--- config.mk ---
export PLATFORM = sky130hd
export DESIGN_NAME = uart_rx
export DESIGN_NICKNAME = d
export VERILOG_FILES = /design/src/rtl/uart_rx_pkg.sv /design/src/rtl/uart_rx_sync_2ff.sv /design/src/rtl/uart_rx.sv
export SDC_FILE = /design/constraint.sdc
export NUM_CORES = 1
export LEC_CHECK = 0
export CORE_ASPECT_RATIO = 1.4
export CORE_MARGIN = 2
export CORE_UTILIZATION = 60
export CTS_BUF_LIST = sky130_fd_sc_hd__clkbuf_16
export CTS_CLUSTER_SIZE = 20
export DETAILED_ROUTE_END_ITERATION = 12
export GPL_TIMING_DRIVEN = 0
export PLACE_DENSITY = 0.81
export SETUP_SLACK_MARGIN = 0.02
export SYNTH_ARGS = -nofsm -noshare
export SYNTH_HDL_FRONTEND = slang
export SYNTH_SLANG_ARGS = --single-unit
export TNS_END_PERCENT = 5
--- constraint.sdc ---
create_clock -name clk -period 3.5 [get_ports clk]
set_input_delay 0.7 -clock clk [delete_from_list [all_inputs] [get_ports clk]]
set_output_delay 0.7 -clock clk [all_outputs]
set_load 0.02 [all_outputs]
--- src/rtl/uart_rx_pkg.sv ---
// Shared types and constants for the 8N1 UART receiver.
// Frame constants and baud divider derivation are common with the transmitter.
package uart_rx_pkg;

  localparam int unsigned DATA_BITS  = 8;
  localparam int unsigned BAUD_CNT_W = 16;
  localparam int unsigned BIT_CNT_W  = 3;

  localparam logic START_BIT = 1'b0;
  localparam logic STOP_BIT  = 1'b1;

  typedef enum logic [2:0] {
    ST_IDLE      = 3'd0,
    ST_START     = 3'd1,
    ST_DATA      = 3'd2,
    ST_STOP      = 3'd3,
    ST_WAIT_HIGH = 3'd4
  } rx_state_e;

  // Clock cycles per bit; integer division truncates like the transmitter does.
  function automatic int unsigned calc_baud_div(input int unsigned clk_freq,
                                                input int unsigned baud_rate);
    return clk_freq / baud_rate;
  endfunction

endpackage

--- src/rtl/uart_rx_sync_2ff.sv ---
// Two-flop synchroniser for a single asynchronous input bit.
// Reset value is a parameter so an idle-high serial line resets to 1.
module sync_2ff #(
  parameter logic RST_VAL = 1'b1
) (
  input  logic clk,
  input  logic rst,
  input  logic d,
  output logic q
);

  logic meta;

  always_ff @(posedge clk) begin
    if (rst) begin
      meta <= RST_VAL;
      q    <= RST_VAL;
    end else begin
      meta <= d;
      q    <= meta;
    end
  end

endmodule

--- src/rtl/uart_rx.sv ---
// 8N1 UART receiver: mid-bit sampling from a synchronised line, one-cycle
// valid strobe per good byte, one-cycle frame error pulse per bad stop bit.
module uart_rx
  import uart_rx_pkg::*;
#(
  parameter int unsigned CLK_FREQ  = 50000000,
  parameter int unsigned BAUD_RATE = 9600
) (
  input  logic                 clk,
  input  logic                 rst,
  input  logic                 rx_serial,
  output logic [DATA_BITS-1:0] rx_data,
  output logic                 rx_valid,
  output logic                 rx_busy,
  output logic                 frame_err
);

  localparam int unsigned BAUD_DIV = calc_baud_div(CLK_FREQ, BAUD_RATE);
  localparam int unsigned HALF_DIV = BAUD_DIV / 2;

  localparam logic [BAUD_CNT_W-1:0] BAUD_LAST = BAUD_CNT_W'(BAUD_DIV - 1);
  localparam logic [BAUD_CNT_W-1:0] HALF_LAST = BAUD_CNT_W'(HALF_DIV - 1);
  localparam logic [BIT_CNT_W-1:0]  BIT_LAST  = BIT_CNT_W'(DATA_BITS - 1);

  generate
    if (BAUD_DIV < 4 || BAUD_DIV > 65535) begin : g_bad_baud
      $error("uart_rx: BAUD_DIV out of range 4..65535");
    end
  endgenerate

  logic rx_sync;

  rx_state_e              state, state_nxt;
  logic [BAUD_CNT_W-1:0]  baud_cnt, baud_cnt_nxt;
  logic [BIT_CNT_W-1:0]   bit_cnt, bit_cnt_nxt;
  logic [DATA_BITS-1:0]   shift_reg, shift_nxt;
  logic [DATA_BITS-1:0]   data_nxt;
  logic                   valid_nxt;
  logic                   busy_nxt;
  logic                   ferr_nxt;

  sync_2ff #(
    .RST_VAL(1'b1)
  ) u_sync (
    .clk(clk),
    .rst(rst),
    .d  (rx_serial),
    .q  (rx_sync)
  );

  // State and datapath registers; reset overrides any frame in progress.
  always_ff @(posedge clk) begin
    if (rst) begin
      state     <= ST_IDLE;
      baud_cnt  <= '0;
      bit_cnt   <= '0;
      shift_reg <= '0;
      rx_data   <= '0;
      rx_valid  <= 1'b0;
      rx_busy   <= 1'b0;
      frame_err <= 1'b0;
    end else begin
      state     <= state_nxt;
      baud_cnt  <= baud_cnt_nxt;
      bit_cnt   <= bit_cnt_nxt;
      shift_reg <= shift_nxt;
      rx_data   <= data_nxt;
      rx_valid  <= valid_nxt;
      rx_busy   <= busy_nxt;
      frame_err <= ferr_nxt;
    end
  end

  // Next-state and datapath decode.
  always_comb begin
    state_nxt    = state;
    baud_cnt_nxt = baud_cnt;
    bit_cnt_nxt  = bit_cnt;
    shift_nxt    = shift_reg;
    data_nxt     = rx_data;
    valid_nxt    = 1'b0;
    ferr_nxt     = 1'b0;

    unique case (state)
      ST_IDLE: begin
        if (rx_sync == START_BIT) begin
          state_nxt    = ST_START;
          baud_cnt_nxt = '0;
        end
      end

      // Half a bit after the edge: confirm the start bit or reject a glitch.
      ST_START: begin
        if (baud_cnt == HALF_LAST) begin
          if (rx_sync == START_BIT) begin
            state_nxt    = ST_DATA;
            baud_cnt_nxt = '0;
            bit_cnt_nxt  = '0;
          end else begin
            state_nxt = ST_IDLE;
          end
        end else begin
          baud_cnt_nxt = baud_cnt + BAUD_CNT_W'(1);
        end
      end

      ST_DATA: begin
        if (baud_cnt == BAUD_LAST) begin
          shift_nxt    = {rx_sync, shift_reg[DATA_BITS-1:1]};
          bit_cnt_nxt  = bit_cnt + BIT_CNT_W'(1);
          baud_cnt_nxt = '0;
          if (bit_cnt == BIT_LAST) begin
            state_nxt = ST_STOP;
          end
        end else begin
          baud_cnt_nxt = baud_cnt + BAUD_CNT_W'(1);
        end
      end

      ST_STOP: begin
        if (baud_cnt == BAUD_LAST) begin
          baud_cnt_nxt = '0;
          if (rx_sync == STOP_BIT) begin
            data_nxt  = shift_reg;
            valid_nxt = 1'b1;
            state_nxt = ST_IDLE;
          end else begin
            ferr_nxt  = 1'b1;
            state_nxt = ST_WAIT_HIGH;
          end
        end else begin
          baud_cnt_nxt = baud_cnt + BAUD_CNT_W'(1);
        end
      end

      // A held-low line reports once, then waits for idle before rearming.
      ST_WAIT_HIGH: begin
        if (rx_sync == STOP_BIT) begin
          state_nxt = ST_IDLE;
        end
      end

      default: begin
        state_nxt = ST_IDLE;
      end
    endcase

    busy_nxt = (state_nxt != ST_IDLE);
  end

endmodule
-- Word level (Yosys, flattened, before mapping)
Index checks and enable logic that the tools add are counted.
- flip-flop bits (word level): 43
- input bits: 3
- output and inout port bits: 11
- word-level logic and storage cells: 52
- $add $sub $neg: 2
- eq/ne operators: 10
- multiplexer cells: 19
- bitwise logic cells: 2
- reductions and logical operators: 9
- operators by type and width (operator ; count):
    2-to-1 mux 16 bit ; 3
    one-hot mux 16 bit (3 select lines) ; 1
    2-to-1 mux 3 bit ; 10
    adder 16 x 1 -> 16 bit (second input constant) ; 1
    == test 16 x 12 -> 1 bit (second input constant) ; 1
    == test 16 x 13 -> 1 bit (second input constant) ; 1
    one-hot mux 3 bit (5 select lines) ; 1
    == test 3 x 2 -> 1 bit (second input constant) ; 2
    == test 3 bit (second input constant) ; 2
    inequality test 2 bit (second input constant) ; 3
    one-hot mux 3 bit (2 select lines) ; 1
    nonzero test 3 bit ; 2
    AND reduction 4 bit ; 1
    adder 3 x 1 -> 3 bit (second input constant) ; 1
    == test 3 x 1 -> 1 bit (second input constant) ; 1
    zero test 3 bit ; 1
    AND reduction 3 bit ; 1
    OR reduction 3 bit ; 1
    2-to-1 mux 1 bit ; 2
    2-to-1 mux 2 bit ; 1
    inverter 1 bit ; 2
    AND reduction 2 bit ; 1
    nonzero test 2 bit ; 1
    OR reduction 2 bit ; 1

-- Logic depth before layout (Yosys ltp)
- depth after elaboration: 5
- gate-level depth with buffers: 7
- mapped depth without buffers: 6

-- Cells and area by module
Synthesis repeated with hierarchy kept, for this count alone.
- cell total of the unflattened synthesis: 240
- area total of the unflattened synthesis: 2097.0 um^2
- by module, submodules not included (module ; instances ; cells an instance ; area each (um^2) ; seq. area each (um^2)):
    uart_rx ; 1 ; 236 ; 2044.5 ; 820.8
    sync_2ff ; 1 ; 4 ; 52.6 ; 40.0

-- Worst setup path before layout
OpenSTA, ideal clock, no wires.
- kind: reg2reg
- start point: register baud_cnt[0]
- end point: register bit_cnt[0]
- setup time: 0.070 ns
- arrival time: 2.211 ns
- data required time: 3.430 ns
- slack: 1.218 ns
- stages on the path, launching flop included: 7
- period minus slack after synthesis: 2.282 ns
- cell sequence: dfxtp_1 -> ha_1 -> or4bb_1 -> nor4_4 -> a21oi_2 -> or4b_1 -> a21oi_1
- cells in the longest elaborated chain, start to end: 3
- RTL lines (item ; RTL line ; RTL):
    start: declaration ; uart_rx.sv:34 ; logic [BAUD_CNT_W-1:0] baud_cnt, baud_cnt_nxt;
    start signal: assignment ; uart_rx.sv:64 ; baud_cnt <= baud_cnt_nxt;
    == test 16 x 13 -> 1 bit or == test 16 x 12 -> 1 bit (tied branches) ; uart_rx.sv:108, uart_rx.sv:94 ;
    inequality test 2 bit (no source line) ; -- ;
    AND reduction 4 bit (no source line) (*) ; -- ;
    end signal: assignment ; uart_rx.sv:65 ; bit_cnt <= bit_cnt_nxt;
    end: declaration ; uart_rx.sv:35 ; logic [BIT_CNT_W-1:0] bit_cnt, bit_cnt_nxt;
Mark *: on every way between the ends. The rest lies on a longest branch, timed or not.
A chain may end at the register's enable or synchronous reset.

-- Worst setup path after layout
- start point: register baud_cnt[0]
- end point: register rx_busy
- cells in the longest elaborated chain, start to end: 4
- RTL lines (item ; RTL line ; RTL):
    == test 16 x 13 -> 1 bit or == test 16 x 12 -> 1 bit (tied branches) ; uart_rx.sv:108, uart_rx.sv:121, uart_rx.sv:94 ;
    2-to-1 mux 3 bit (on tied branches) ; uart_rx.sv:121, uart_rx.sv:94, uart_rx.sv:108 ;
    one-hot mux 3 bit (5 select lines) (*) ; uart_rx.sv:84 ; unique case (state)
    nonzero test 3 bit (*) ; uart_rx.sv:148 ; busy_nxt = (state_nxt != ST_IDLE);
    end signal: assignment ; uart_rx.sv:69 ; rx_busy <= busy_nxt;
    end: declaration ; uart_rx.sv:14 ; output logic rx_busy,
Marked as above.

==> impl_metrics.sql <==
INSERT INTO impl_metrics (metric_group, metric, value, unit) VALUES
('critical_path', 'cp_slowest_stage_delay', '0.55', 'ns'),
('yosys', 'synth_instances', '258', ''),
('cts', 'insertion_delay', '0.29', 'ns'),
('drt', 'drt-vias-per-instance', '6.160', ''),
('yosys', 'synth_nets', '264', ''),
('worst_hold_path', 'hold_class', 'reg2reg', ''),
('cts', 'clock-sinks', '43', ''),
('global_routing', 'grt_pass1_wl', '7.941', 'mm'),
('layout', 'area_growth', '15.03', '%'),
('global_routing', 'first_global_vias', '1802', ''),
('critical_path', 'timing.critical_path.cells', 'ha_1 > or4bb_1 > nor4_4 > o22ai_2 > clkbuf_1 > a21oi_1 > o2bb2ai_1', ''),
('yosys', 'synth_top_cell_by_area', 'sky130_fd_sc_hd__dfxtp_1', ''),
('yosys', 'synth_top_flop_cell', 'sky130_fd_sc_hd__dfxtp_1', ''),
('critical_path', 'path_delay_family', 'simple AND/OR/NAND/NOR gates', ''),
('place', 'place.gp.congestion', '0.8399', ''),
('sta', 'finalSetupViolations', '0', ''),
('floorplan', 'fp.dieH', '74.66', 'microns'),
('cts', 'tritoncts', 'yes', ''),
('global_routing', 'gr-total-overflow', '0', ''),
('layout', 'diodes', '0', ''),
('power', 'power.total', '1019', 'uW'),
('layout', 'layout-drive-gt1-share', '0.09712', ''),
('place', 'dp_hpwl', '3.337', 'mm'),
('yosys', 'synth.top_cells.by_area', 'sky130_fd_sc_hd__dfxtp_1, sky130_fd_sc_hd__nand2_1, sky130_fd_sc_hd__a21oi_1', ''),
('power', 'sw_frac_of_total', '0.2369', ''),
('floorplan', 'boundaryPins', '14', ''),
('layout', 'number_of_flip_flops_under_the_largest_register_name', '16', ''),
('critical_path', 'worst-endpoint-arrival', '2.91', 'ns'),
('sta', 'grt_setup_unrepaired', 'no', ''),
('global_routing', 'grt_busiest_layer', 'met2', ''),
('layout', 'final_common_cell', 'sky130_fd_sc_hd__dfxtp_1', ''),
('critical_path', 'worstPathRequired', '3.66', 'ns'),
('yosys', 'synth_edf_count', '0', ''),
('drt', 'vias', '1959', ''),
('floorplan', 'die_x', '54.47', 'microns'),
('sta', 'post-route-min-period', '2.750', 'ns'),
('sta', 'clock-skew-final', '0.003181', 'ns'),
('drt', 'remaining_drc_errors', '0', ''),
('sta', 'final.period_utilization', '0.7858', ''),
('sta', 'timing.slew.headroom', '0.5766', ''),
('drt', 'first_iter_violations', '64', ''),
('floorplan', 'fp.coreArea', '0.003410', 'sq mm'),
('yosys', 'avgSynthCellArea', '8.293', 'sq um'),
('floorplan', 'start_util', '0.6275', ''),
('power', 'power_report.internal_total', '777.8', 'uW'),
('global_routing', 'grt_util_met1', '0.2861', ''),
('cts', 'clock_buffer_count_from_cts', '5', ''),
('yosys', 'synthDominantCellAreaShare', '0.4023', ''),
('cts', 'post-cts-setup-buffer-count', '0', ''),
('run', 'max-cap-violations', '0', ''),
('global_routing', 'largest_net_degree_at_the_start_of_global_routing', '17', ''),
('run_status', 'status', 'complete, no violations', ''),
('global_routing', 'global_route.usage.met2', '0.4779', ''),
('power', 'power.sequential.fraction', '0.485', ''),
('critical_path', 'critical_path.slowest_cell', 'sky130_fd_sc_hd__or4bb_1', ''),
('power', 'power.combinational.fraction', '0.043', ''),
('floorplan', 'overall_die_area', '0.004066', 'sq mm'),
('layout', 'fin_area', '0.002461', 'sq mm'),
('yosys', 'synth-seq-cells', '43', ''),
('cts', 'clk_path_buf_depth', '2', ''),
('drt', 'ant_nets', '0', ''),
('place', 'placed_area', '0.002310', 'sq mm'),
('critical_path', 'crit_buf_inv', '1', ''),
('yosys', 'syn-cell-area', '0.002140', 'sq mm'),
('floorplan', 'floorplan.rows', '25', ''),
('place', 'number_of_input_and_output_port_buffers_inserted', '12', ''),
('global_routing', 'antenna_found_initial', '0', ''),
('layout', 'fin_nets', '283', ''),
('critical_path', 'timing_worst_setup_path_type', 'reg2reg', ''),
('yosys', 'synth.yosys.seq_area_share', '0.4023', ''),
('cts', 'h_tree_lvls', '2', '');
[power groups by stage]
stage / Clock [uW] / Sequential [uW] / Combinational [uW]
final: 480 / 495 / 44.3
after global routing: 501 / 495 / 49.4
after CTS: 483 / 495 / 44.4
after detailed placement: 0 / 506 / 44.4
after global placement: 0 / 506 / 43.7
after floorplan: 0 / 505 / 30.7
[area by class of cell]
class,instances,area [sq um]
multi-input combinational,192,1189
fill,264,948.4
sequential,43,860.8
clock buffer,5,125.1
timing repair buffer,12,120.1
buffer,18,71.32
tap,40,50.05
clock inverter,3,26.28
inverter,5,18.77
[cells in the mapped netlist, types with 3 or more instances]
| cell type | number |
|---|---|
| sky130_fd_sc_hd__a211oi_1 | 7 |
| sky130_fd_sc_hd__a21oi_1 | 27 |
| sky130_fd_sc_hd__a31oi_1 | 7 |
| sky130_fd_sc_hd__and3_1 | 5 |
| sky130_fd_sc_hd__and4_1 | 3 |
| sky130_fd_sc_hd__buf_2 | 3 |
| sky130_fd_sc_hd__clkbuf_1 | 14 |
| sky130_fd_sc_hd__dfxtp_1 | 43 |
| sky130_fd_sc_hd__ha_1 | 3 |
| sky130_fd_sc_hd__inv_1 | 5 |
| sky130_fd_sc_hd__mux2i_1 | 9 |
| sky130_fd_sc_hd__nand2_1 | 38 |
| sky130_fd_sc_hd__nand3_1 | 11 |
| sky130_fd_sc_hd__nand4_1 | 5 |
| sky130_fd_sc_hd__nand4bb_1 | 3 |
| sky130_fd_sc_hd__nor2_1 | 20 |
| sky130_fd_sc_hd__nor2b_1 | 4 |
| sky130_fd_sc_hd__nor3_1 | 3 |
| sky130_fd_sc_hd__o21ai_0 | 6 |
| sky130_fd_sc_hd__or3b_2 | 5 |
[worst paths after layout]
| kind | from | to | slack, ns | cells past startpoint |
|---|---|---|---|---|
| max | baud_cnt[0] | rx_busy | 0.75 | 7 |
| min | u_sync.meta | u_sync.q | 0.41 | 1 |
| max reg2reg | baud_cnt[0] | rx_busy | 0.75 | 7 |
| min reg2reg | u_sync.meta | u_sync.q | 0.41 | 1 |
[cells by family after synthesis]
logic type | Yosys count | synth area share
buffers and inverters | 23 | 0.04210
multiplexers | 9 | 0.04211
flip-flops | 43 | 0.4023
AND/OR/NAND/NOR | 119 | 0.3175
XOR/XNOR | 1 | 0.004094
AO/OA/AOI/OAI | 60 | 0.1743
adder cells (fa/ha/maj) | 3 | 0.01755
[per-stage QoR]
step | cells | setup WS [ns] | utilization
after floorplan | 258 | 1.218 | -
after global placement | 310 | 0.8309 | 0.6774
after detailed placement | 310 | 0.8100 | 0.6774
after CTS | 318 | 0.7597 | 0.7218
after global routing | 318 | 0.6075 | 0.7218
final | 318 | 0.7496 | 0.7218
[per-layer routing]
metal | part of all wire | up-vias
li1 | - | 970
met4 | 0.020 | 0
met1 | 0.41 | 929
met5 | 0 | -
met3 | 0.045 | 9
met2 | 0.52 | 51
Power figures use the tool's default switching activity.
==> RTL edit 1: new RTL, config.mk and constraints unchanged <==
Encoding of `rx_state_e`: now Gray code (3 bits for 5 states).
--- a/src/rtl/uart_rx_pkg.sv
+++ b/src/rtl/uart_rx_pkg.sv
@@ -10,11 +10,11 @@
   localparam logic STOP_BIT  = 1'b1;
 
   typedef enum logic [2:0] {
-    ST_IDLE      = 3'd0,
-    ST_START     = 3'd1,
-    ST_DATA      = 3'd2,
-    ST_STOP      = 3'd3,
-    ST_WAIT_HIGH = 3'd4
+    ST_IDLE      = 3'b000,
+    ST_START     = 3'b001,
+    ST_DATA      = 3'b011,
+    ST_STOP      = 3'b010,
+    ST_WAIT_HIGH = 3'b110
   } rx_state_e;
 
   // Clock cycles per bit; integer division truncates like the transmitter does.
Check against the original RTL: same outputs for any inputs over 10 cycles, from zero or initial values and one cycle with rst high; not proved beyond that.
==> RTL edit 1 against the unedited design <==
Sequential power hardly changed; worst setup slack better by 0.11 ns; sequential share of layout area is 0.63 points lower; final area is 1.8% higher; wire length is 0.29% lower; area after synthesis is 0.12% lower; via count is 7.4% lower; utilization is 1.3 points higher; power is 11% higher; sequential cell count stayed put; critical path type is now input port to register; largest cell class unchanged; highest routed layer unchanged.
==> RTL edit 1: results (changes against the unedited design) <==
CTS
  • Maximum root-to-sink buffer count: 2 (unchanged)
  • Root buffer cell: clkbuf_16
  • TritonCTS buffer count: 5 (unchanged)
  • H-tree lvl count: 2 (unchanged)
  • Post-CTS setup buffer count: 0 (unchanged)
  • # resized after CTS: 0 (unchanged)
  • Latest clock arrival within the worst-skew pair: 0.28 ns
  • Clock transition at path regs: 0.06 ns (about the same)

Timing
  • Transition at the pin with the smallest max-transition slack: 0.5964 ns (-0.03869 ns)
  • Final worst-path setup slack: 0.8550 ns (+0.1054 ns)
  • Worst Skew: 0.002698 ns (-0.0004827 ns)
  • Number of setup violations in the final report: 0 (unchanged)

Setup path
  • Critical-path maximum fanout: 10 (unchanged)
  • Cell family with most CP delay: buffers and inverters
  • Maximum single-stage delay on the critical path: 0.52 ns (-0.03 ns)
  • Critical-path cell with the highest stage delay: or4b_1
  • Critical path arrival: 2.86 ns (-0.05 ns)
  • Reg2Reg Setup Slack: 1.05 ns (+0.30 ns)

Status
  • Result of the run: completed

Cells and area
  • Inserted Diodes: 0 (unchanged)
  • Final cell count without fillers: 295 (-7.2%)
  • Nets: 260 (-8.1%)
  • Fraction of final layout cells with drive strength greater than 1: 10.98% (+1.3 points)
  • Count of fill cells added during filler insertion: 266 (+0.76%)

Power
  • Lkg Pwr: 0.9800 nW (+14%)
  • VDD IR-drop max: 483.7 uV (+27%)
  • Switching power: 0.0002166 W (-10%)

Synthesis
  • List of most frequent post-synthesis cells: dfxtp_1 (43), nor2_1 (32), mux2i_1 (16)
  • Yosys cell types: 54 (+8.0%)
  • Average footprint of a synthesized cell: 9.133 um^2 (+10%)
  • Mapped Nets: 240 (-9.1%)
  • Total of warnings raised by yosys: 0 (unchanged)
  • Leading cell types by total area after synthesis: dfxtp_1 (40%), mux2i_1 (7.5%), nor2_1 (5.6%)
  • Portion of the post-synthesis area used by sequential elements: 40.28% (+0.047 points)
  • Share of flip-flops with an asynchronous set or reset: 0% (unchanged)

Placed design
  • Post-place instance area: 2317 um^2 (+0.32%)
  • Port Buffers: 13 (+1)
  • Number of placed instances with taps included: 287 (-7.4%)
  • Detailed Place HPWL: 3232 um (-3.1%)
  • DP Worst Slack: 0.6081 ns (-0.2019 ns)
  • Weighted congestion reported at the end of routability-driven placement: 0.8636 (+2.8%)

GRT
  • Maximum number of pins on one net before global-route repair: 14 (-3)
  • Aggregate global-route resource usage: 27.16% (+0.59 points)
  • Number of antenna violations at the first check in global routing: 0 (unchanged)
  • Via count of the first global-routing pass: 1735 (-3.7%)
  • Wire length of the first global-routing pass: 8004 um (+0.79%)

Routing
  • Via density: 6.153 (-0.13%)
  • Starting DRT DRC Count: 69 (+7.8%)
  • Drt total wl: 4780 um (-0.29%)

Min path
  • Worst hold-check path type: register to register
## RTL edit 1: final timing paths
| path | startpoint | to | cells after the start |
|---|---|---|---|
| hold reg to reg | u_sync.meta$_SDFF_PP1_ | u_sync.q$_SDFF_PP1_ | 1 |
| setup / recovery | rst | baud_cnt[5]$_SDFFE_PP0P_ | 7 |
| hold / removal | u_sync.meta$_SDFF_PP1_ | u_sync.q$_SDFF_PP1_ | 1 |
| setup reg to reg | baud_cnt[1]$_SDFFE_PP0P_ | rx_data[4]$_SDFFE_PP0P_ | 7 |
## RTL edit 1: layout make-up
type	count	area [um^2]	area share (%)
Tap cell	40	50.05	1.997
Timing Repair Buffer	13	130.1	5.192
Multi-Input combinational cell	176	1171	46.73
Inverter	4	15.01	0.5991
Buffer	11	90.09	3.595
Clock inverter	3	63.81	2.546
Clock buffer	5	125.1	4.993
Sequential cell	43	860.8	34.35
## RTL edit 1: kinds of logic after synthesis
group / count (synthesis) / synth area share (%)
AOI/OAI and AO/OA: 55 / 17.51
adders and majority gates: 3 / 1.757
buffers and inverters: 15 / 4.918
DFF: 43 / 40.28
muxes: 16 / 7.494
and+or+nand+nor: 102 / 28.05
## RTL edit 1: stage by stage
step	hold slack (ns)	total power [W]
after global placement	0.3915	0.0005535
after detailed placement	0.3975	0.0005538
after floorplan	0.3895	0.0005400
after CTS	0.4112	0.001140
after global routing	0.4416	0.001166
final	0.4086	0.001135
## RTL edit 1: layer usage
layer	part of all wire, %	up-vias	track usage, %
li1	-	913	-
met2	49	54	43.11
met5	0	-	0
met3	4.6	12	6.944
met1	43	836	33.63
met4	2.5	0	13.61
## RTL edit 1: power groups by stage
| stage | registers [W] | clock network [W] | logic [W] |
|---|---|---|---|
| 2_1_floorplan | 0.000507 | 0 | 0.0000329 |
| 3_3_place_gp | 0.000507 | 0 | 0.0000466 |
| 3_5_place_dp | 0.000507 | 0 | 0.0000469 |
| 4_1_cts | 0.000496 | 0.000597 | 0.0000474 |
| 5_1_grt | 0.000496 | 0.000617 | 0.0000522 |
| 6_report | 0.000496 | 0.000592 | 0.0000473 |
## RTL edit 1: worst reg2reg max path, cell delays in order (launching register included)
cell and delay (ns):
dfxtp_1 0.43, ha_1 0.30, nor4bb_1 0.39, nand4_1 0.27, nor4b_1 0.30, buf_2 0.31
mux2i_1 0.27, nor2_1 0.06
==> RTL edit 2: new RTL, config.mk and constraints unchanged <==
Made on the original files. `RST_VAL` is set to 1'b1 in 2 places; all go to 1'b0.
--- a/src/rtl/uart_rx_sync_2ff.sv
+++ b/src/rtl/uart_rx_sync_2ff.sv
@@ -1,7 +1,7 @@
 // Two-flop synchroniser for a single asynchronous input bit.
 // Reset value is a parameter so an idle-high serial line resets to 1.
 module sync_2ff #(
-  parameter logic RST_VAL = 1'b1
+  parameter logic RST_VAL = 1'b0
 ) (
   input  logic clk,
   input  logic rst,
--- a/src/rtl/uart_rx.sv
+++ b/src/rtl/uart_rx.sv
@@ -40,7 +40,7 @@
   logic                   ferr_nxt;
 
   sync_2ff #(
-    .RST_VAL(1'b1)
+    .RST_VAL(1'b0)
   ) u_sync (
     .clk(clk),
     .rst(rst),
Function: changed (a bounded check fails within 4 cycles, from zero or initial values and one cycle with rst high).
==> RTL edit 2 against the unedited design <==
Area after synthesis shrank 4.9%; worst setup slack gained 0.43 ns; cell count shrank 6.9%; critical endpoint is now rx_data[6]$_SDFFE_PP0P_; final area shrank 3.7%; largest cell class unchanged; wire length shrank 13%; power grew 5.5%; clock skew grew 0.0021 ns; sequential cell count is the same; global-route usage shrank 2.1 points; die area shrank 4.5%.
==> RTL edit 2: results (changes against the unedited design) <==
Synthesis
  • Leading cell types by total area after synthesis: dfxtp_1 (42%), mux2i_1 (6.4%), nand2_1 (6.3%)
  • Share of flip-flops with an asynchronous set or reset: 0% (unchanged)
  • Total of warnings raised by yosys: 0 (unchanged)
  • Mapped Nets: 242 (-8.3%)
  • Portion of the post-synthesis area used by sequential elements: 42.29% (+2.1 points)
  • Yosys cell types: 49 (-2.0%)
  • Dominant synthesized flop cell: dfxtp_1
  • List of most frequent post-synthesis cells: dfxtp_1 (43), nand2_1 (34), nor2_1 (21), a21oi_1 (19), mux2i_1 (13)

Power
  • VDD IR-drop max: 368.0 uV (-3.6%)
  • Switching power: 0.0002186 W (-9.5%)
  • Areal power density over the cells: 453.7 nW/um^2 (+9.5%)
  • Lkg Pwr: 0.9073 nW (+5.4%)

Timing
  • Worst Skew: 0.005297 ns (+0.002116 ns)
  • Worst slew slack as a fraction of its limit: 59.43% (+1.8 points)
  • Total count of max-transition violations in the final report: 0 (unchanged)

CTS
  • Root buffer cell: clkbuf_16
  • Post-CTS setup buffer count: 0 (unchanged)
  • Clock transition at path regs: 0.06 ns (about the same)
  • # resized after CTS: 0 (unchanged)
  • Maximum root-to-sink buffer count: 2 (unchanged)
  • H-tree lvl count: 2 (unchanged)
  • TritonCTS buffer count: 5 (unchanged)
  • Latest clock arrival within the worst-skew pair: 0.28 ns

Routing
  • Average detailed-routed wire length per instance: 14.04 um (-6.9%)
  • Number of search-and-repair iterations in the first detailed-routing pass: 4 (unchanged)
  • Starting DRT DRC Count: 58 (-9.4%)
  • Via density: 5.963 (-3.2%)

Setup path
  • Critical-path cell with the highest stage delay: dfxtp_1
  • Cell family with most CP delay: simple AND/OR/NAND/NOR gates
  • Critical-path maximum fanout: 9 (-1)
  • Maximum single-stage delay on the critical path: 0.37 ns (-0.18 ns)

GRT
  • Wire length of the first global-routing pass: 7079 um (-11%)
  • Maximum number of pins on one net before global-route repair: 14 (-3)
  • Aggregate global-route resource usage: 24.46% (-2.1 points)
  • Number of antenna violations at the first check in global routing: 0 (unchanged)
  • Via count of the first global-routing pass: 1672 (-7.2%)

Placed design
  • Port Buffers: 12 (unchanged)
  • Detailed Place HPWL: 3085 um (-7.6%)
  • Weighted congestion reported at the end of routability-driven placement: 0.8453 (+0.64%)

Cells and area
  • Flip-flop count of the largest register after layout: 16 (unchanged)
  • Fraction of final layout cells with drive strength greater than 1: 9.766% (+0.053 points)
  • Inserted Diodes: 0 (unchanged)
  • Nets: 261 (-7.8%)

Status
  • Result of the run: completed

Min path
  • Worst hold-check path type: register to register
==> RTL edit 2: metrics by stage <==
stage / setup slack [ns] / instance area [um^2] / util, % / std cells
after CTS: 1.175 / 2370 / 71.47 / 296
after detailed placement: 1.189 / 2206 / 66.53 / 288
final: 1.178 / 2370 / 71.47 / 296
after global placement: 1.249 / 2206 / 66.53 / 288
after floorplan: 1.542 / 2036 / - / 236
after global routing: 1.034 / 2370 / 71.47 / 296
==> RTL edit 2: worst paths after layout <==
path	startpoint	end	slack, ns	depth (start not counted)
hold / removal	u_sync.meta$_SDFF_PP0_	u_sync.q$_SDFF_PP0_	0.44	1
hold reg to reg	u_sync.meta$_SDFF_PP0_	u_sync.q$_SDFF_PP0_	0.44	1
setup reg to reg	baud_cnt[0]$_SDFFE_PP0P_	rx_data[6]$_SDFFE_PP0P_	1.18	8
setup / recovery	baud_cnt[0]$_SDFFE_PP0P_	rx_data[6]$_SDFFE_PP0P_	1.18	8
==> RTL edit 2: routing by layer <==
metal  track usage, %  share of wire [%]  vias up
met5                0                  0        -
met4            12.82                2.9        0
met3            3.893                3.1        9
met2            44.86                 54       42
met1            25.59                 40      833
li1                 -                  -      881
==> RTL edit 2: final cells by class <==
| class | instances | area, um^2 |
|---|---|---|
| multi-input cells | 178 | 1095 |
| repair buffers | 12 | 120.1 |
| fillers | 270 | 945.9 |
| inverters | 3 | 11.26 |
| clock buffers | 5 | 125.1 |
| well taps | 40 | 50.05 |
| clock inverters | 3 | 38.79 |
| flip-flops and latches | 43 | 860.8 |
| plain buffers | 12 | 68.82 |
==> RTL edit 2: kinds of logic after synthesis <==
kind of cell             synth area share (%)
flip-flops                              42.29
AO/OA/AOI/OAI                           16.04
adder cells (fa/ha/maj)                 1.844
buffers and inverters                   3.933
multiplexers                            6.945
AND/OR/NAND/NOR                         27.66
XOR/XNOR                                1.291
==> RTL edit 2: power groups by stage <==
stage	Combinational (W)	Clock, W	Sequential [W]
finish	0.0000708	0.000506	0.000499
global route	0.0000785	0.000532	0.000499
CTS	0.0000707	0.000514	0.000499
detailed placement	0.0000703	0	0.000509
global placement	0.0000695	0	0.000509
floorplan	0.0000523	0	0.000511
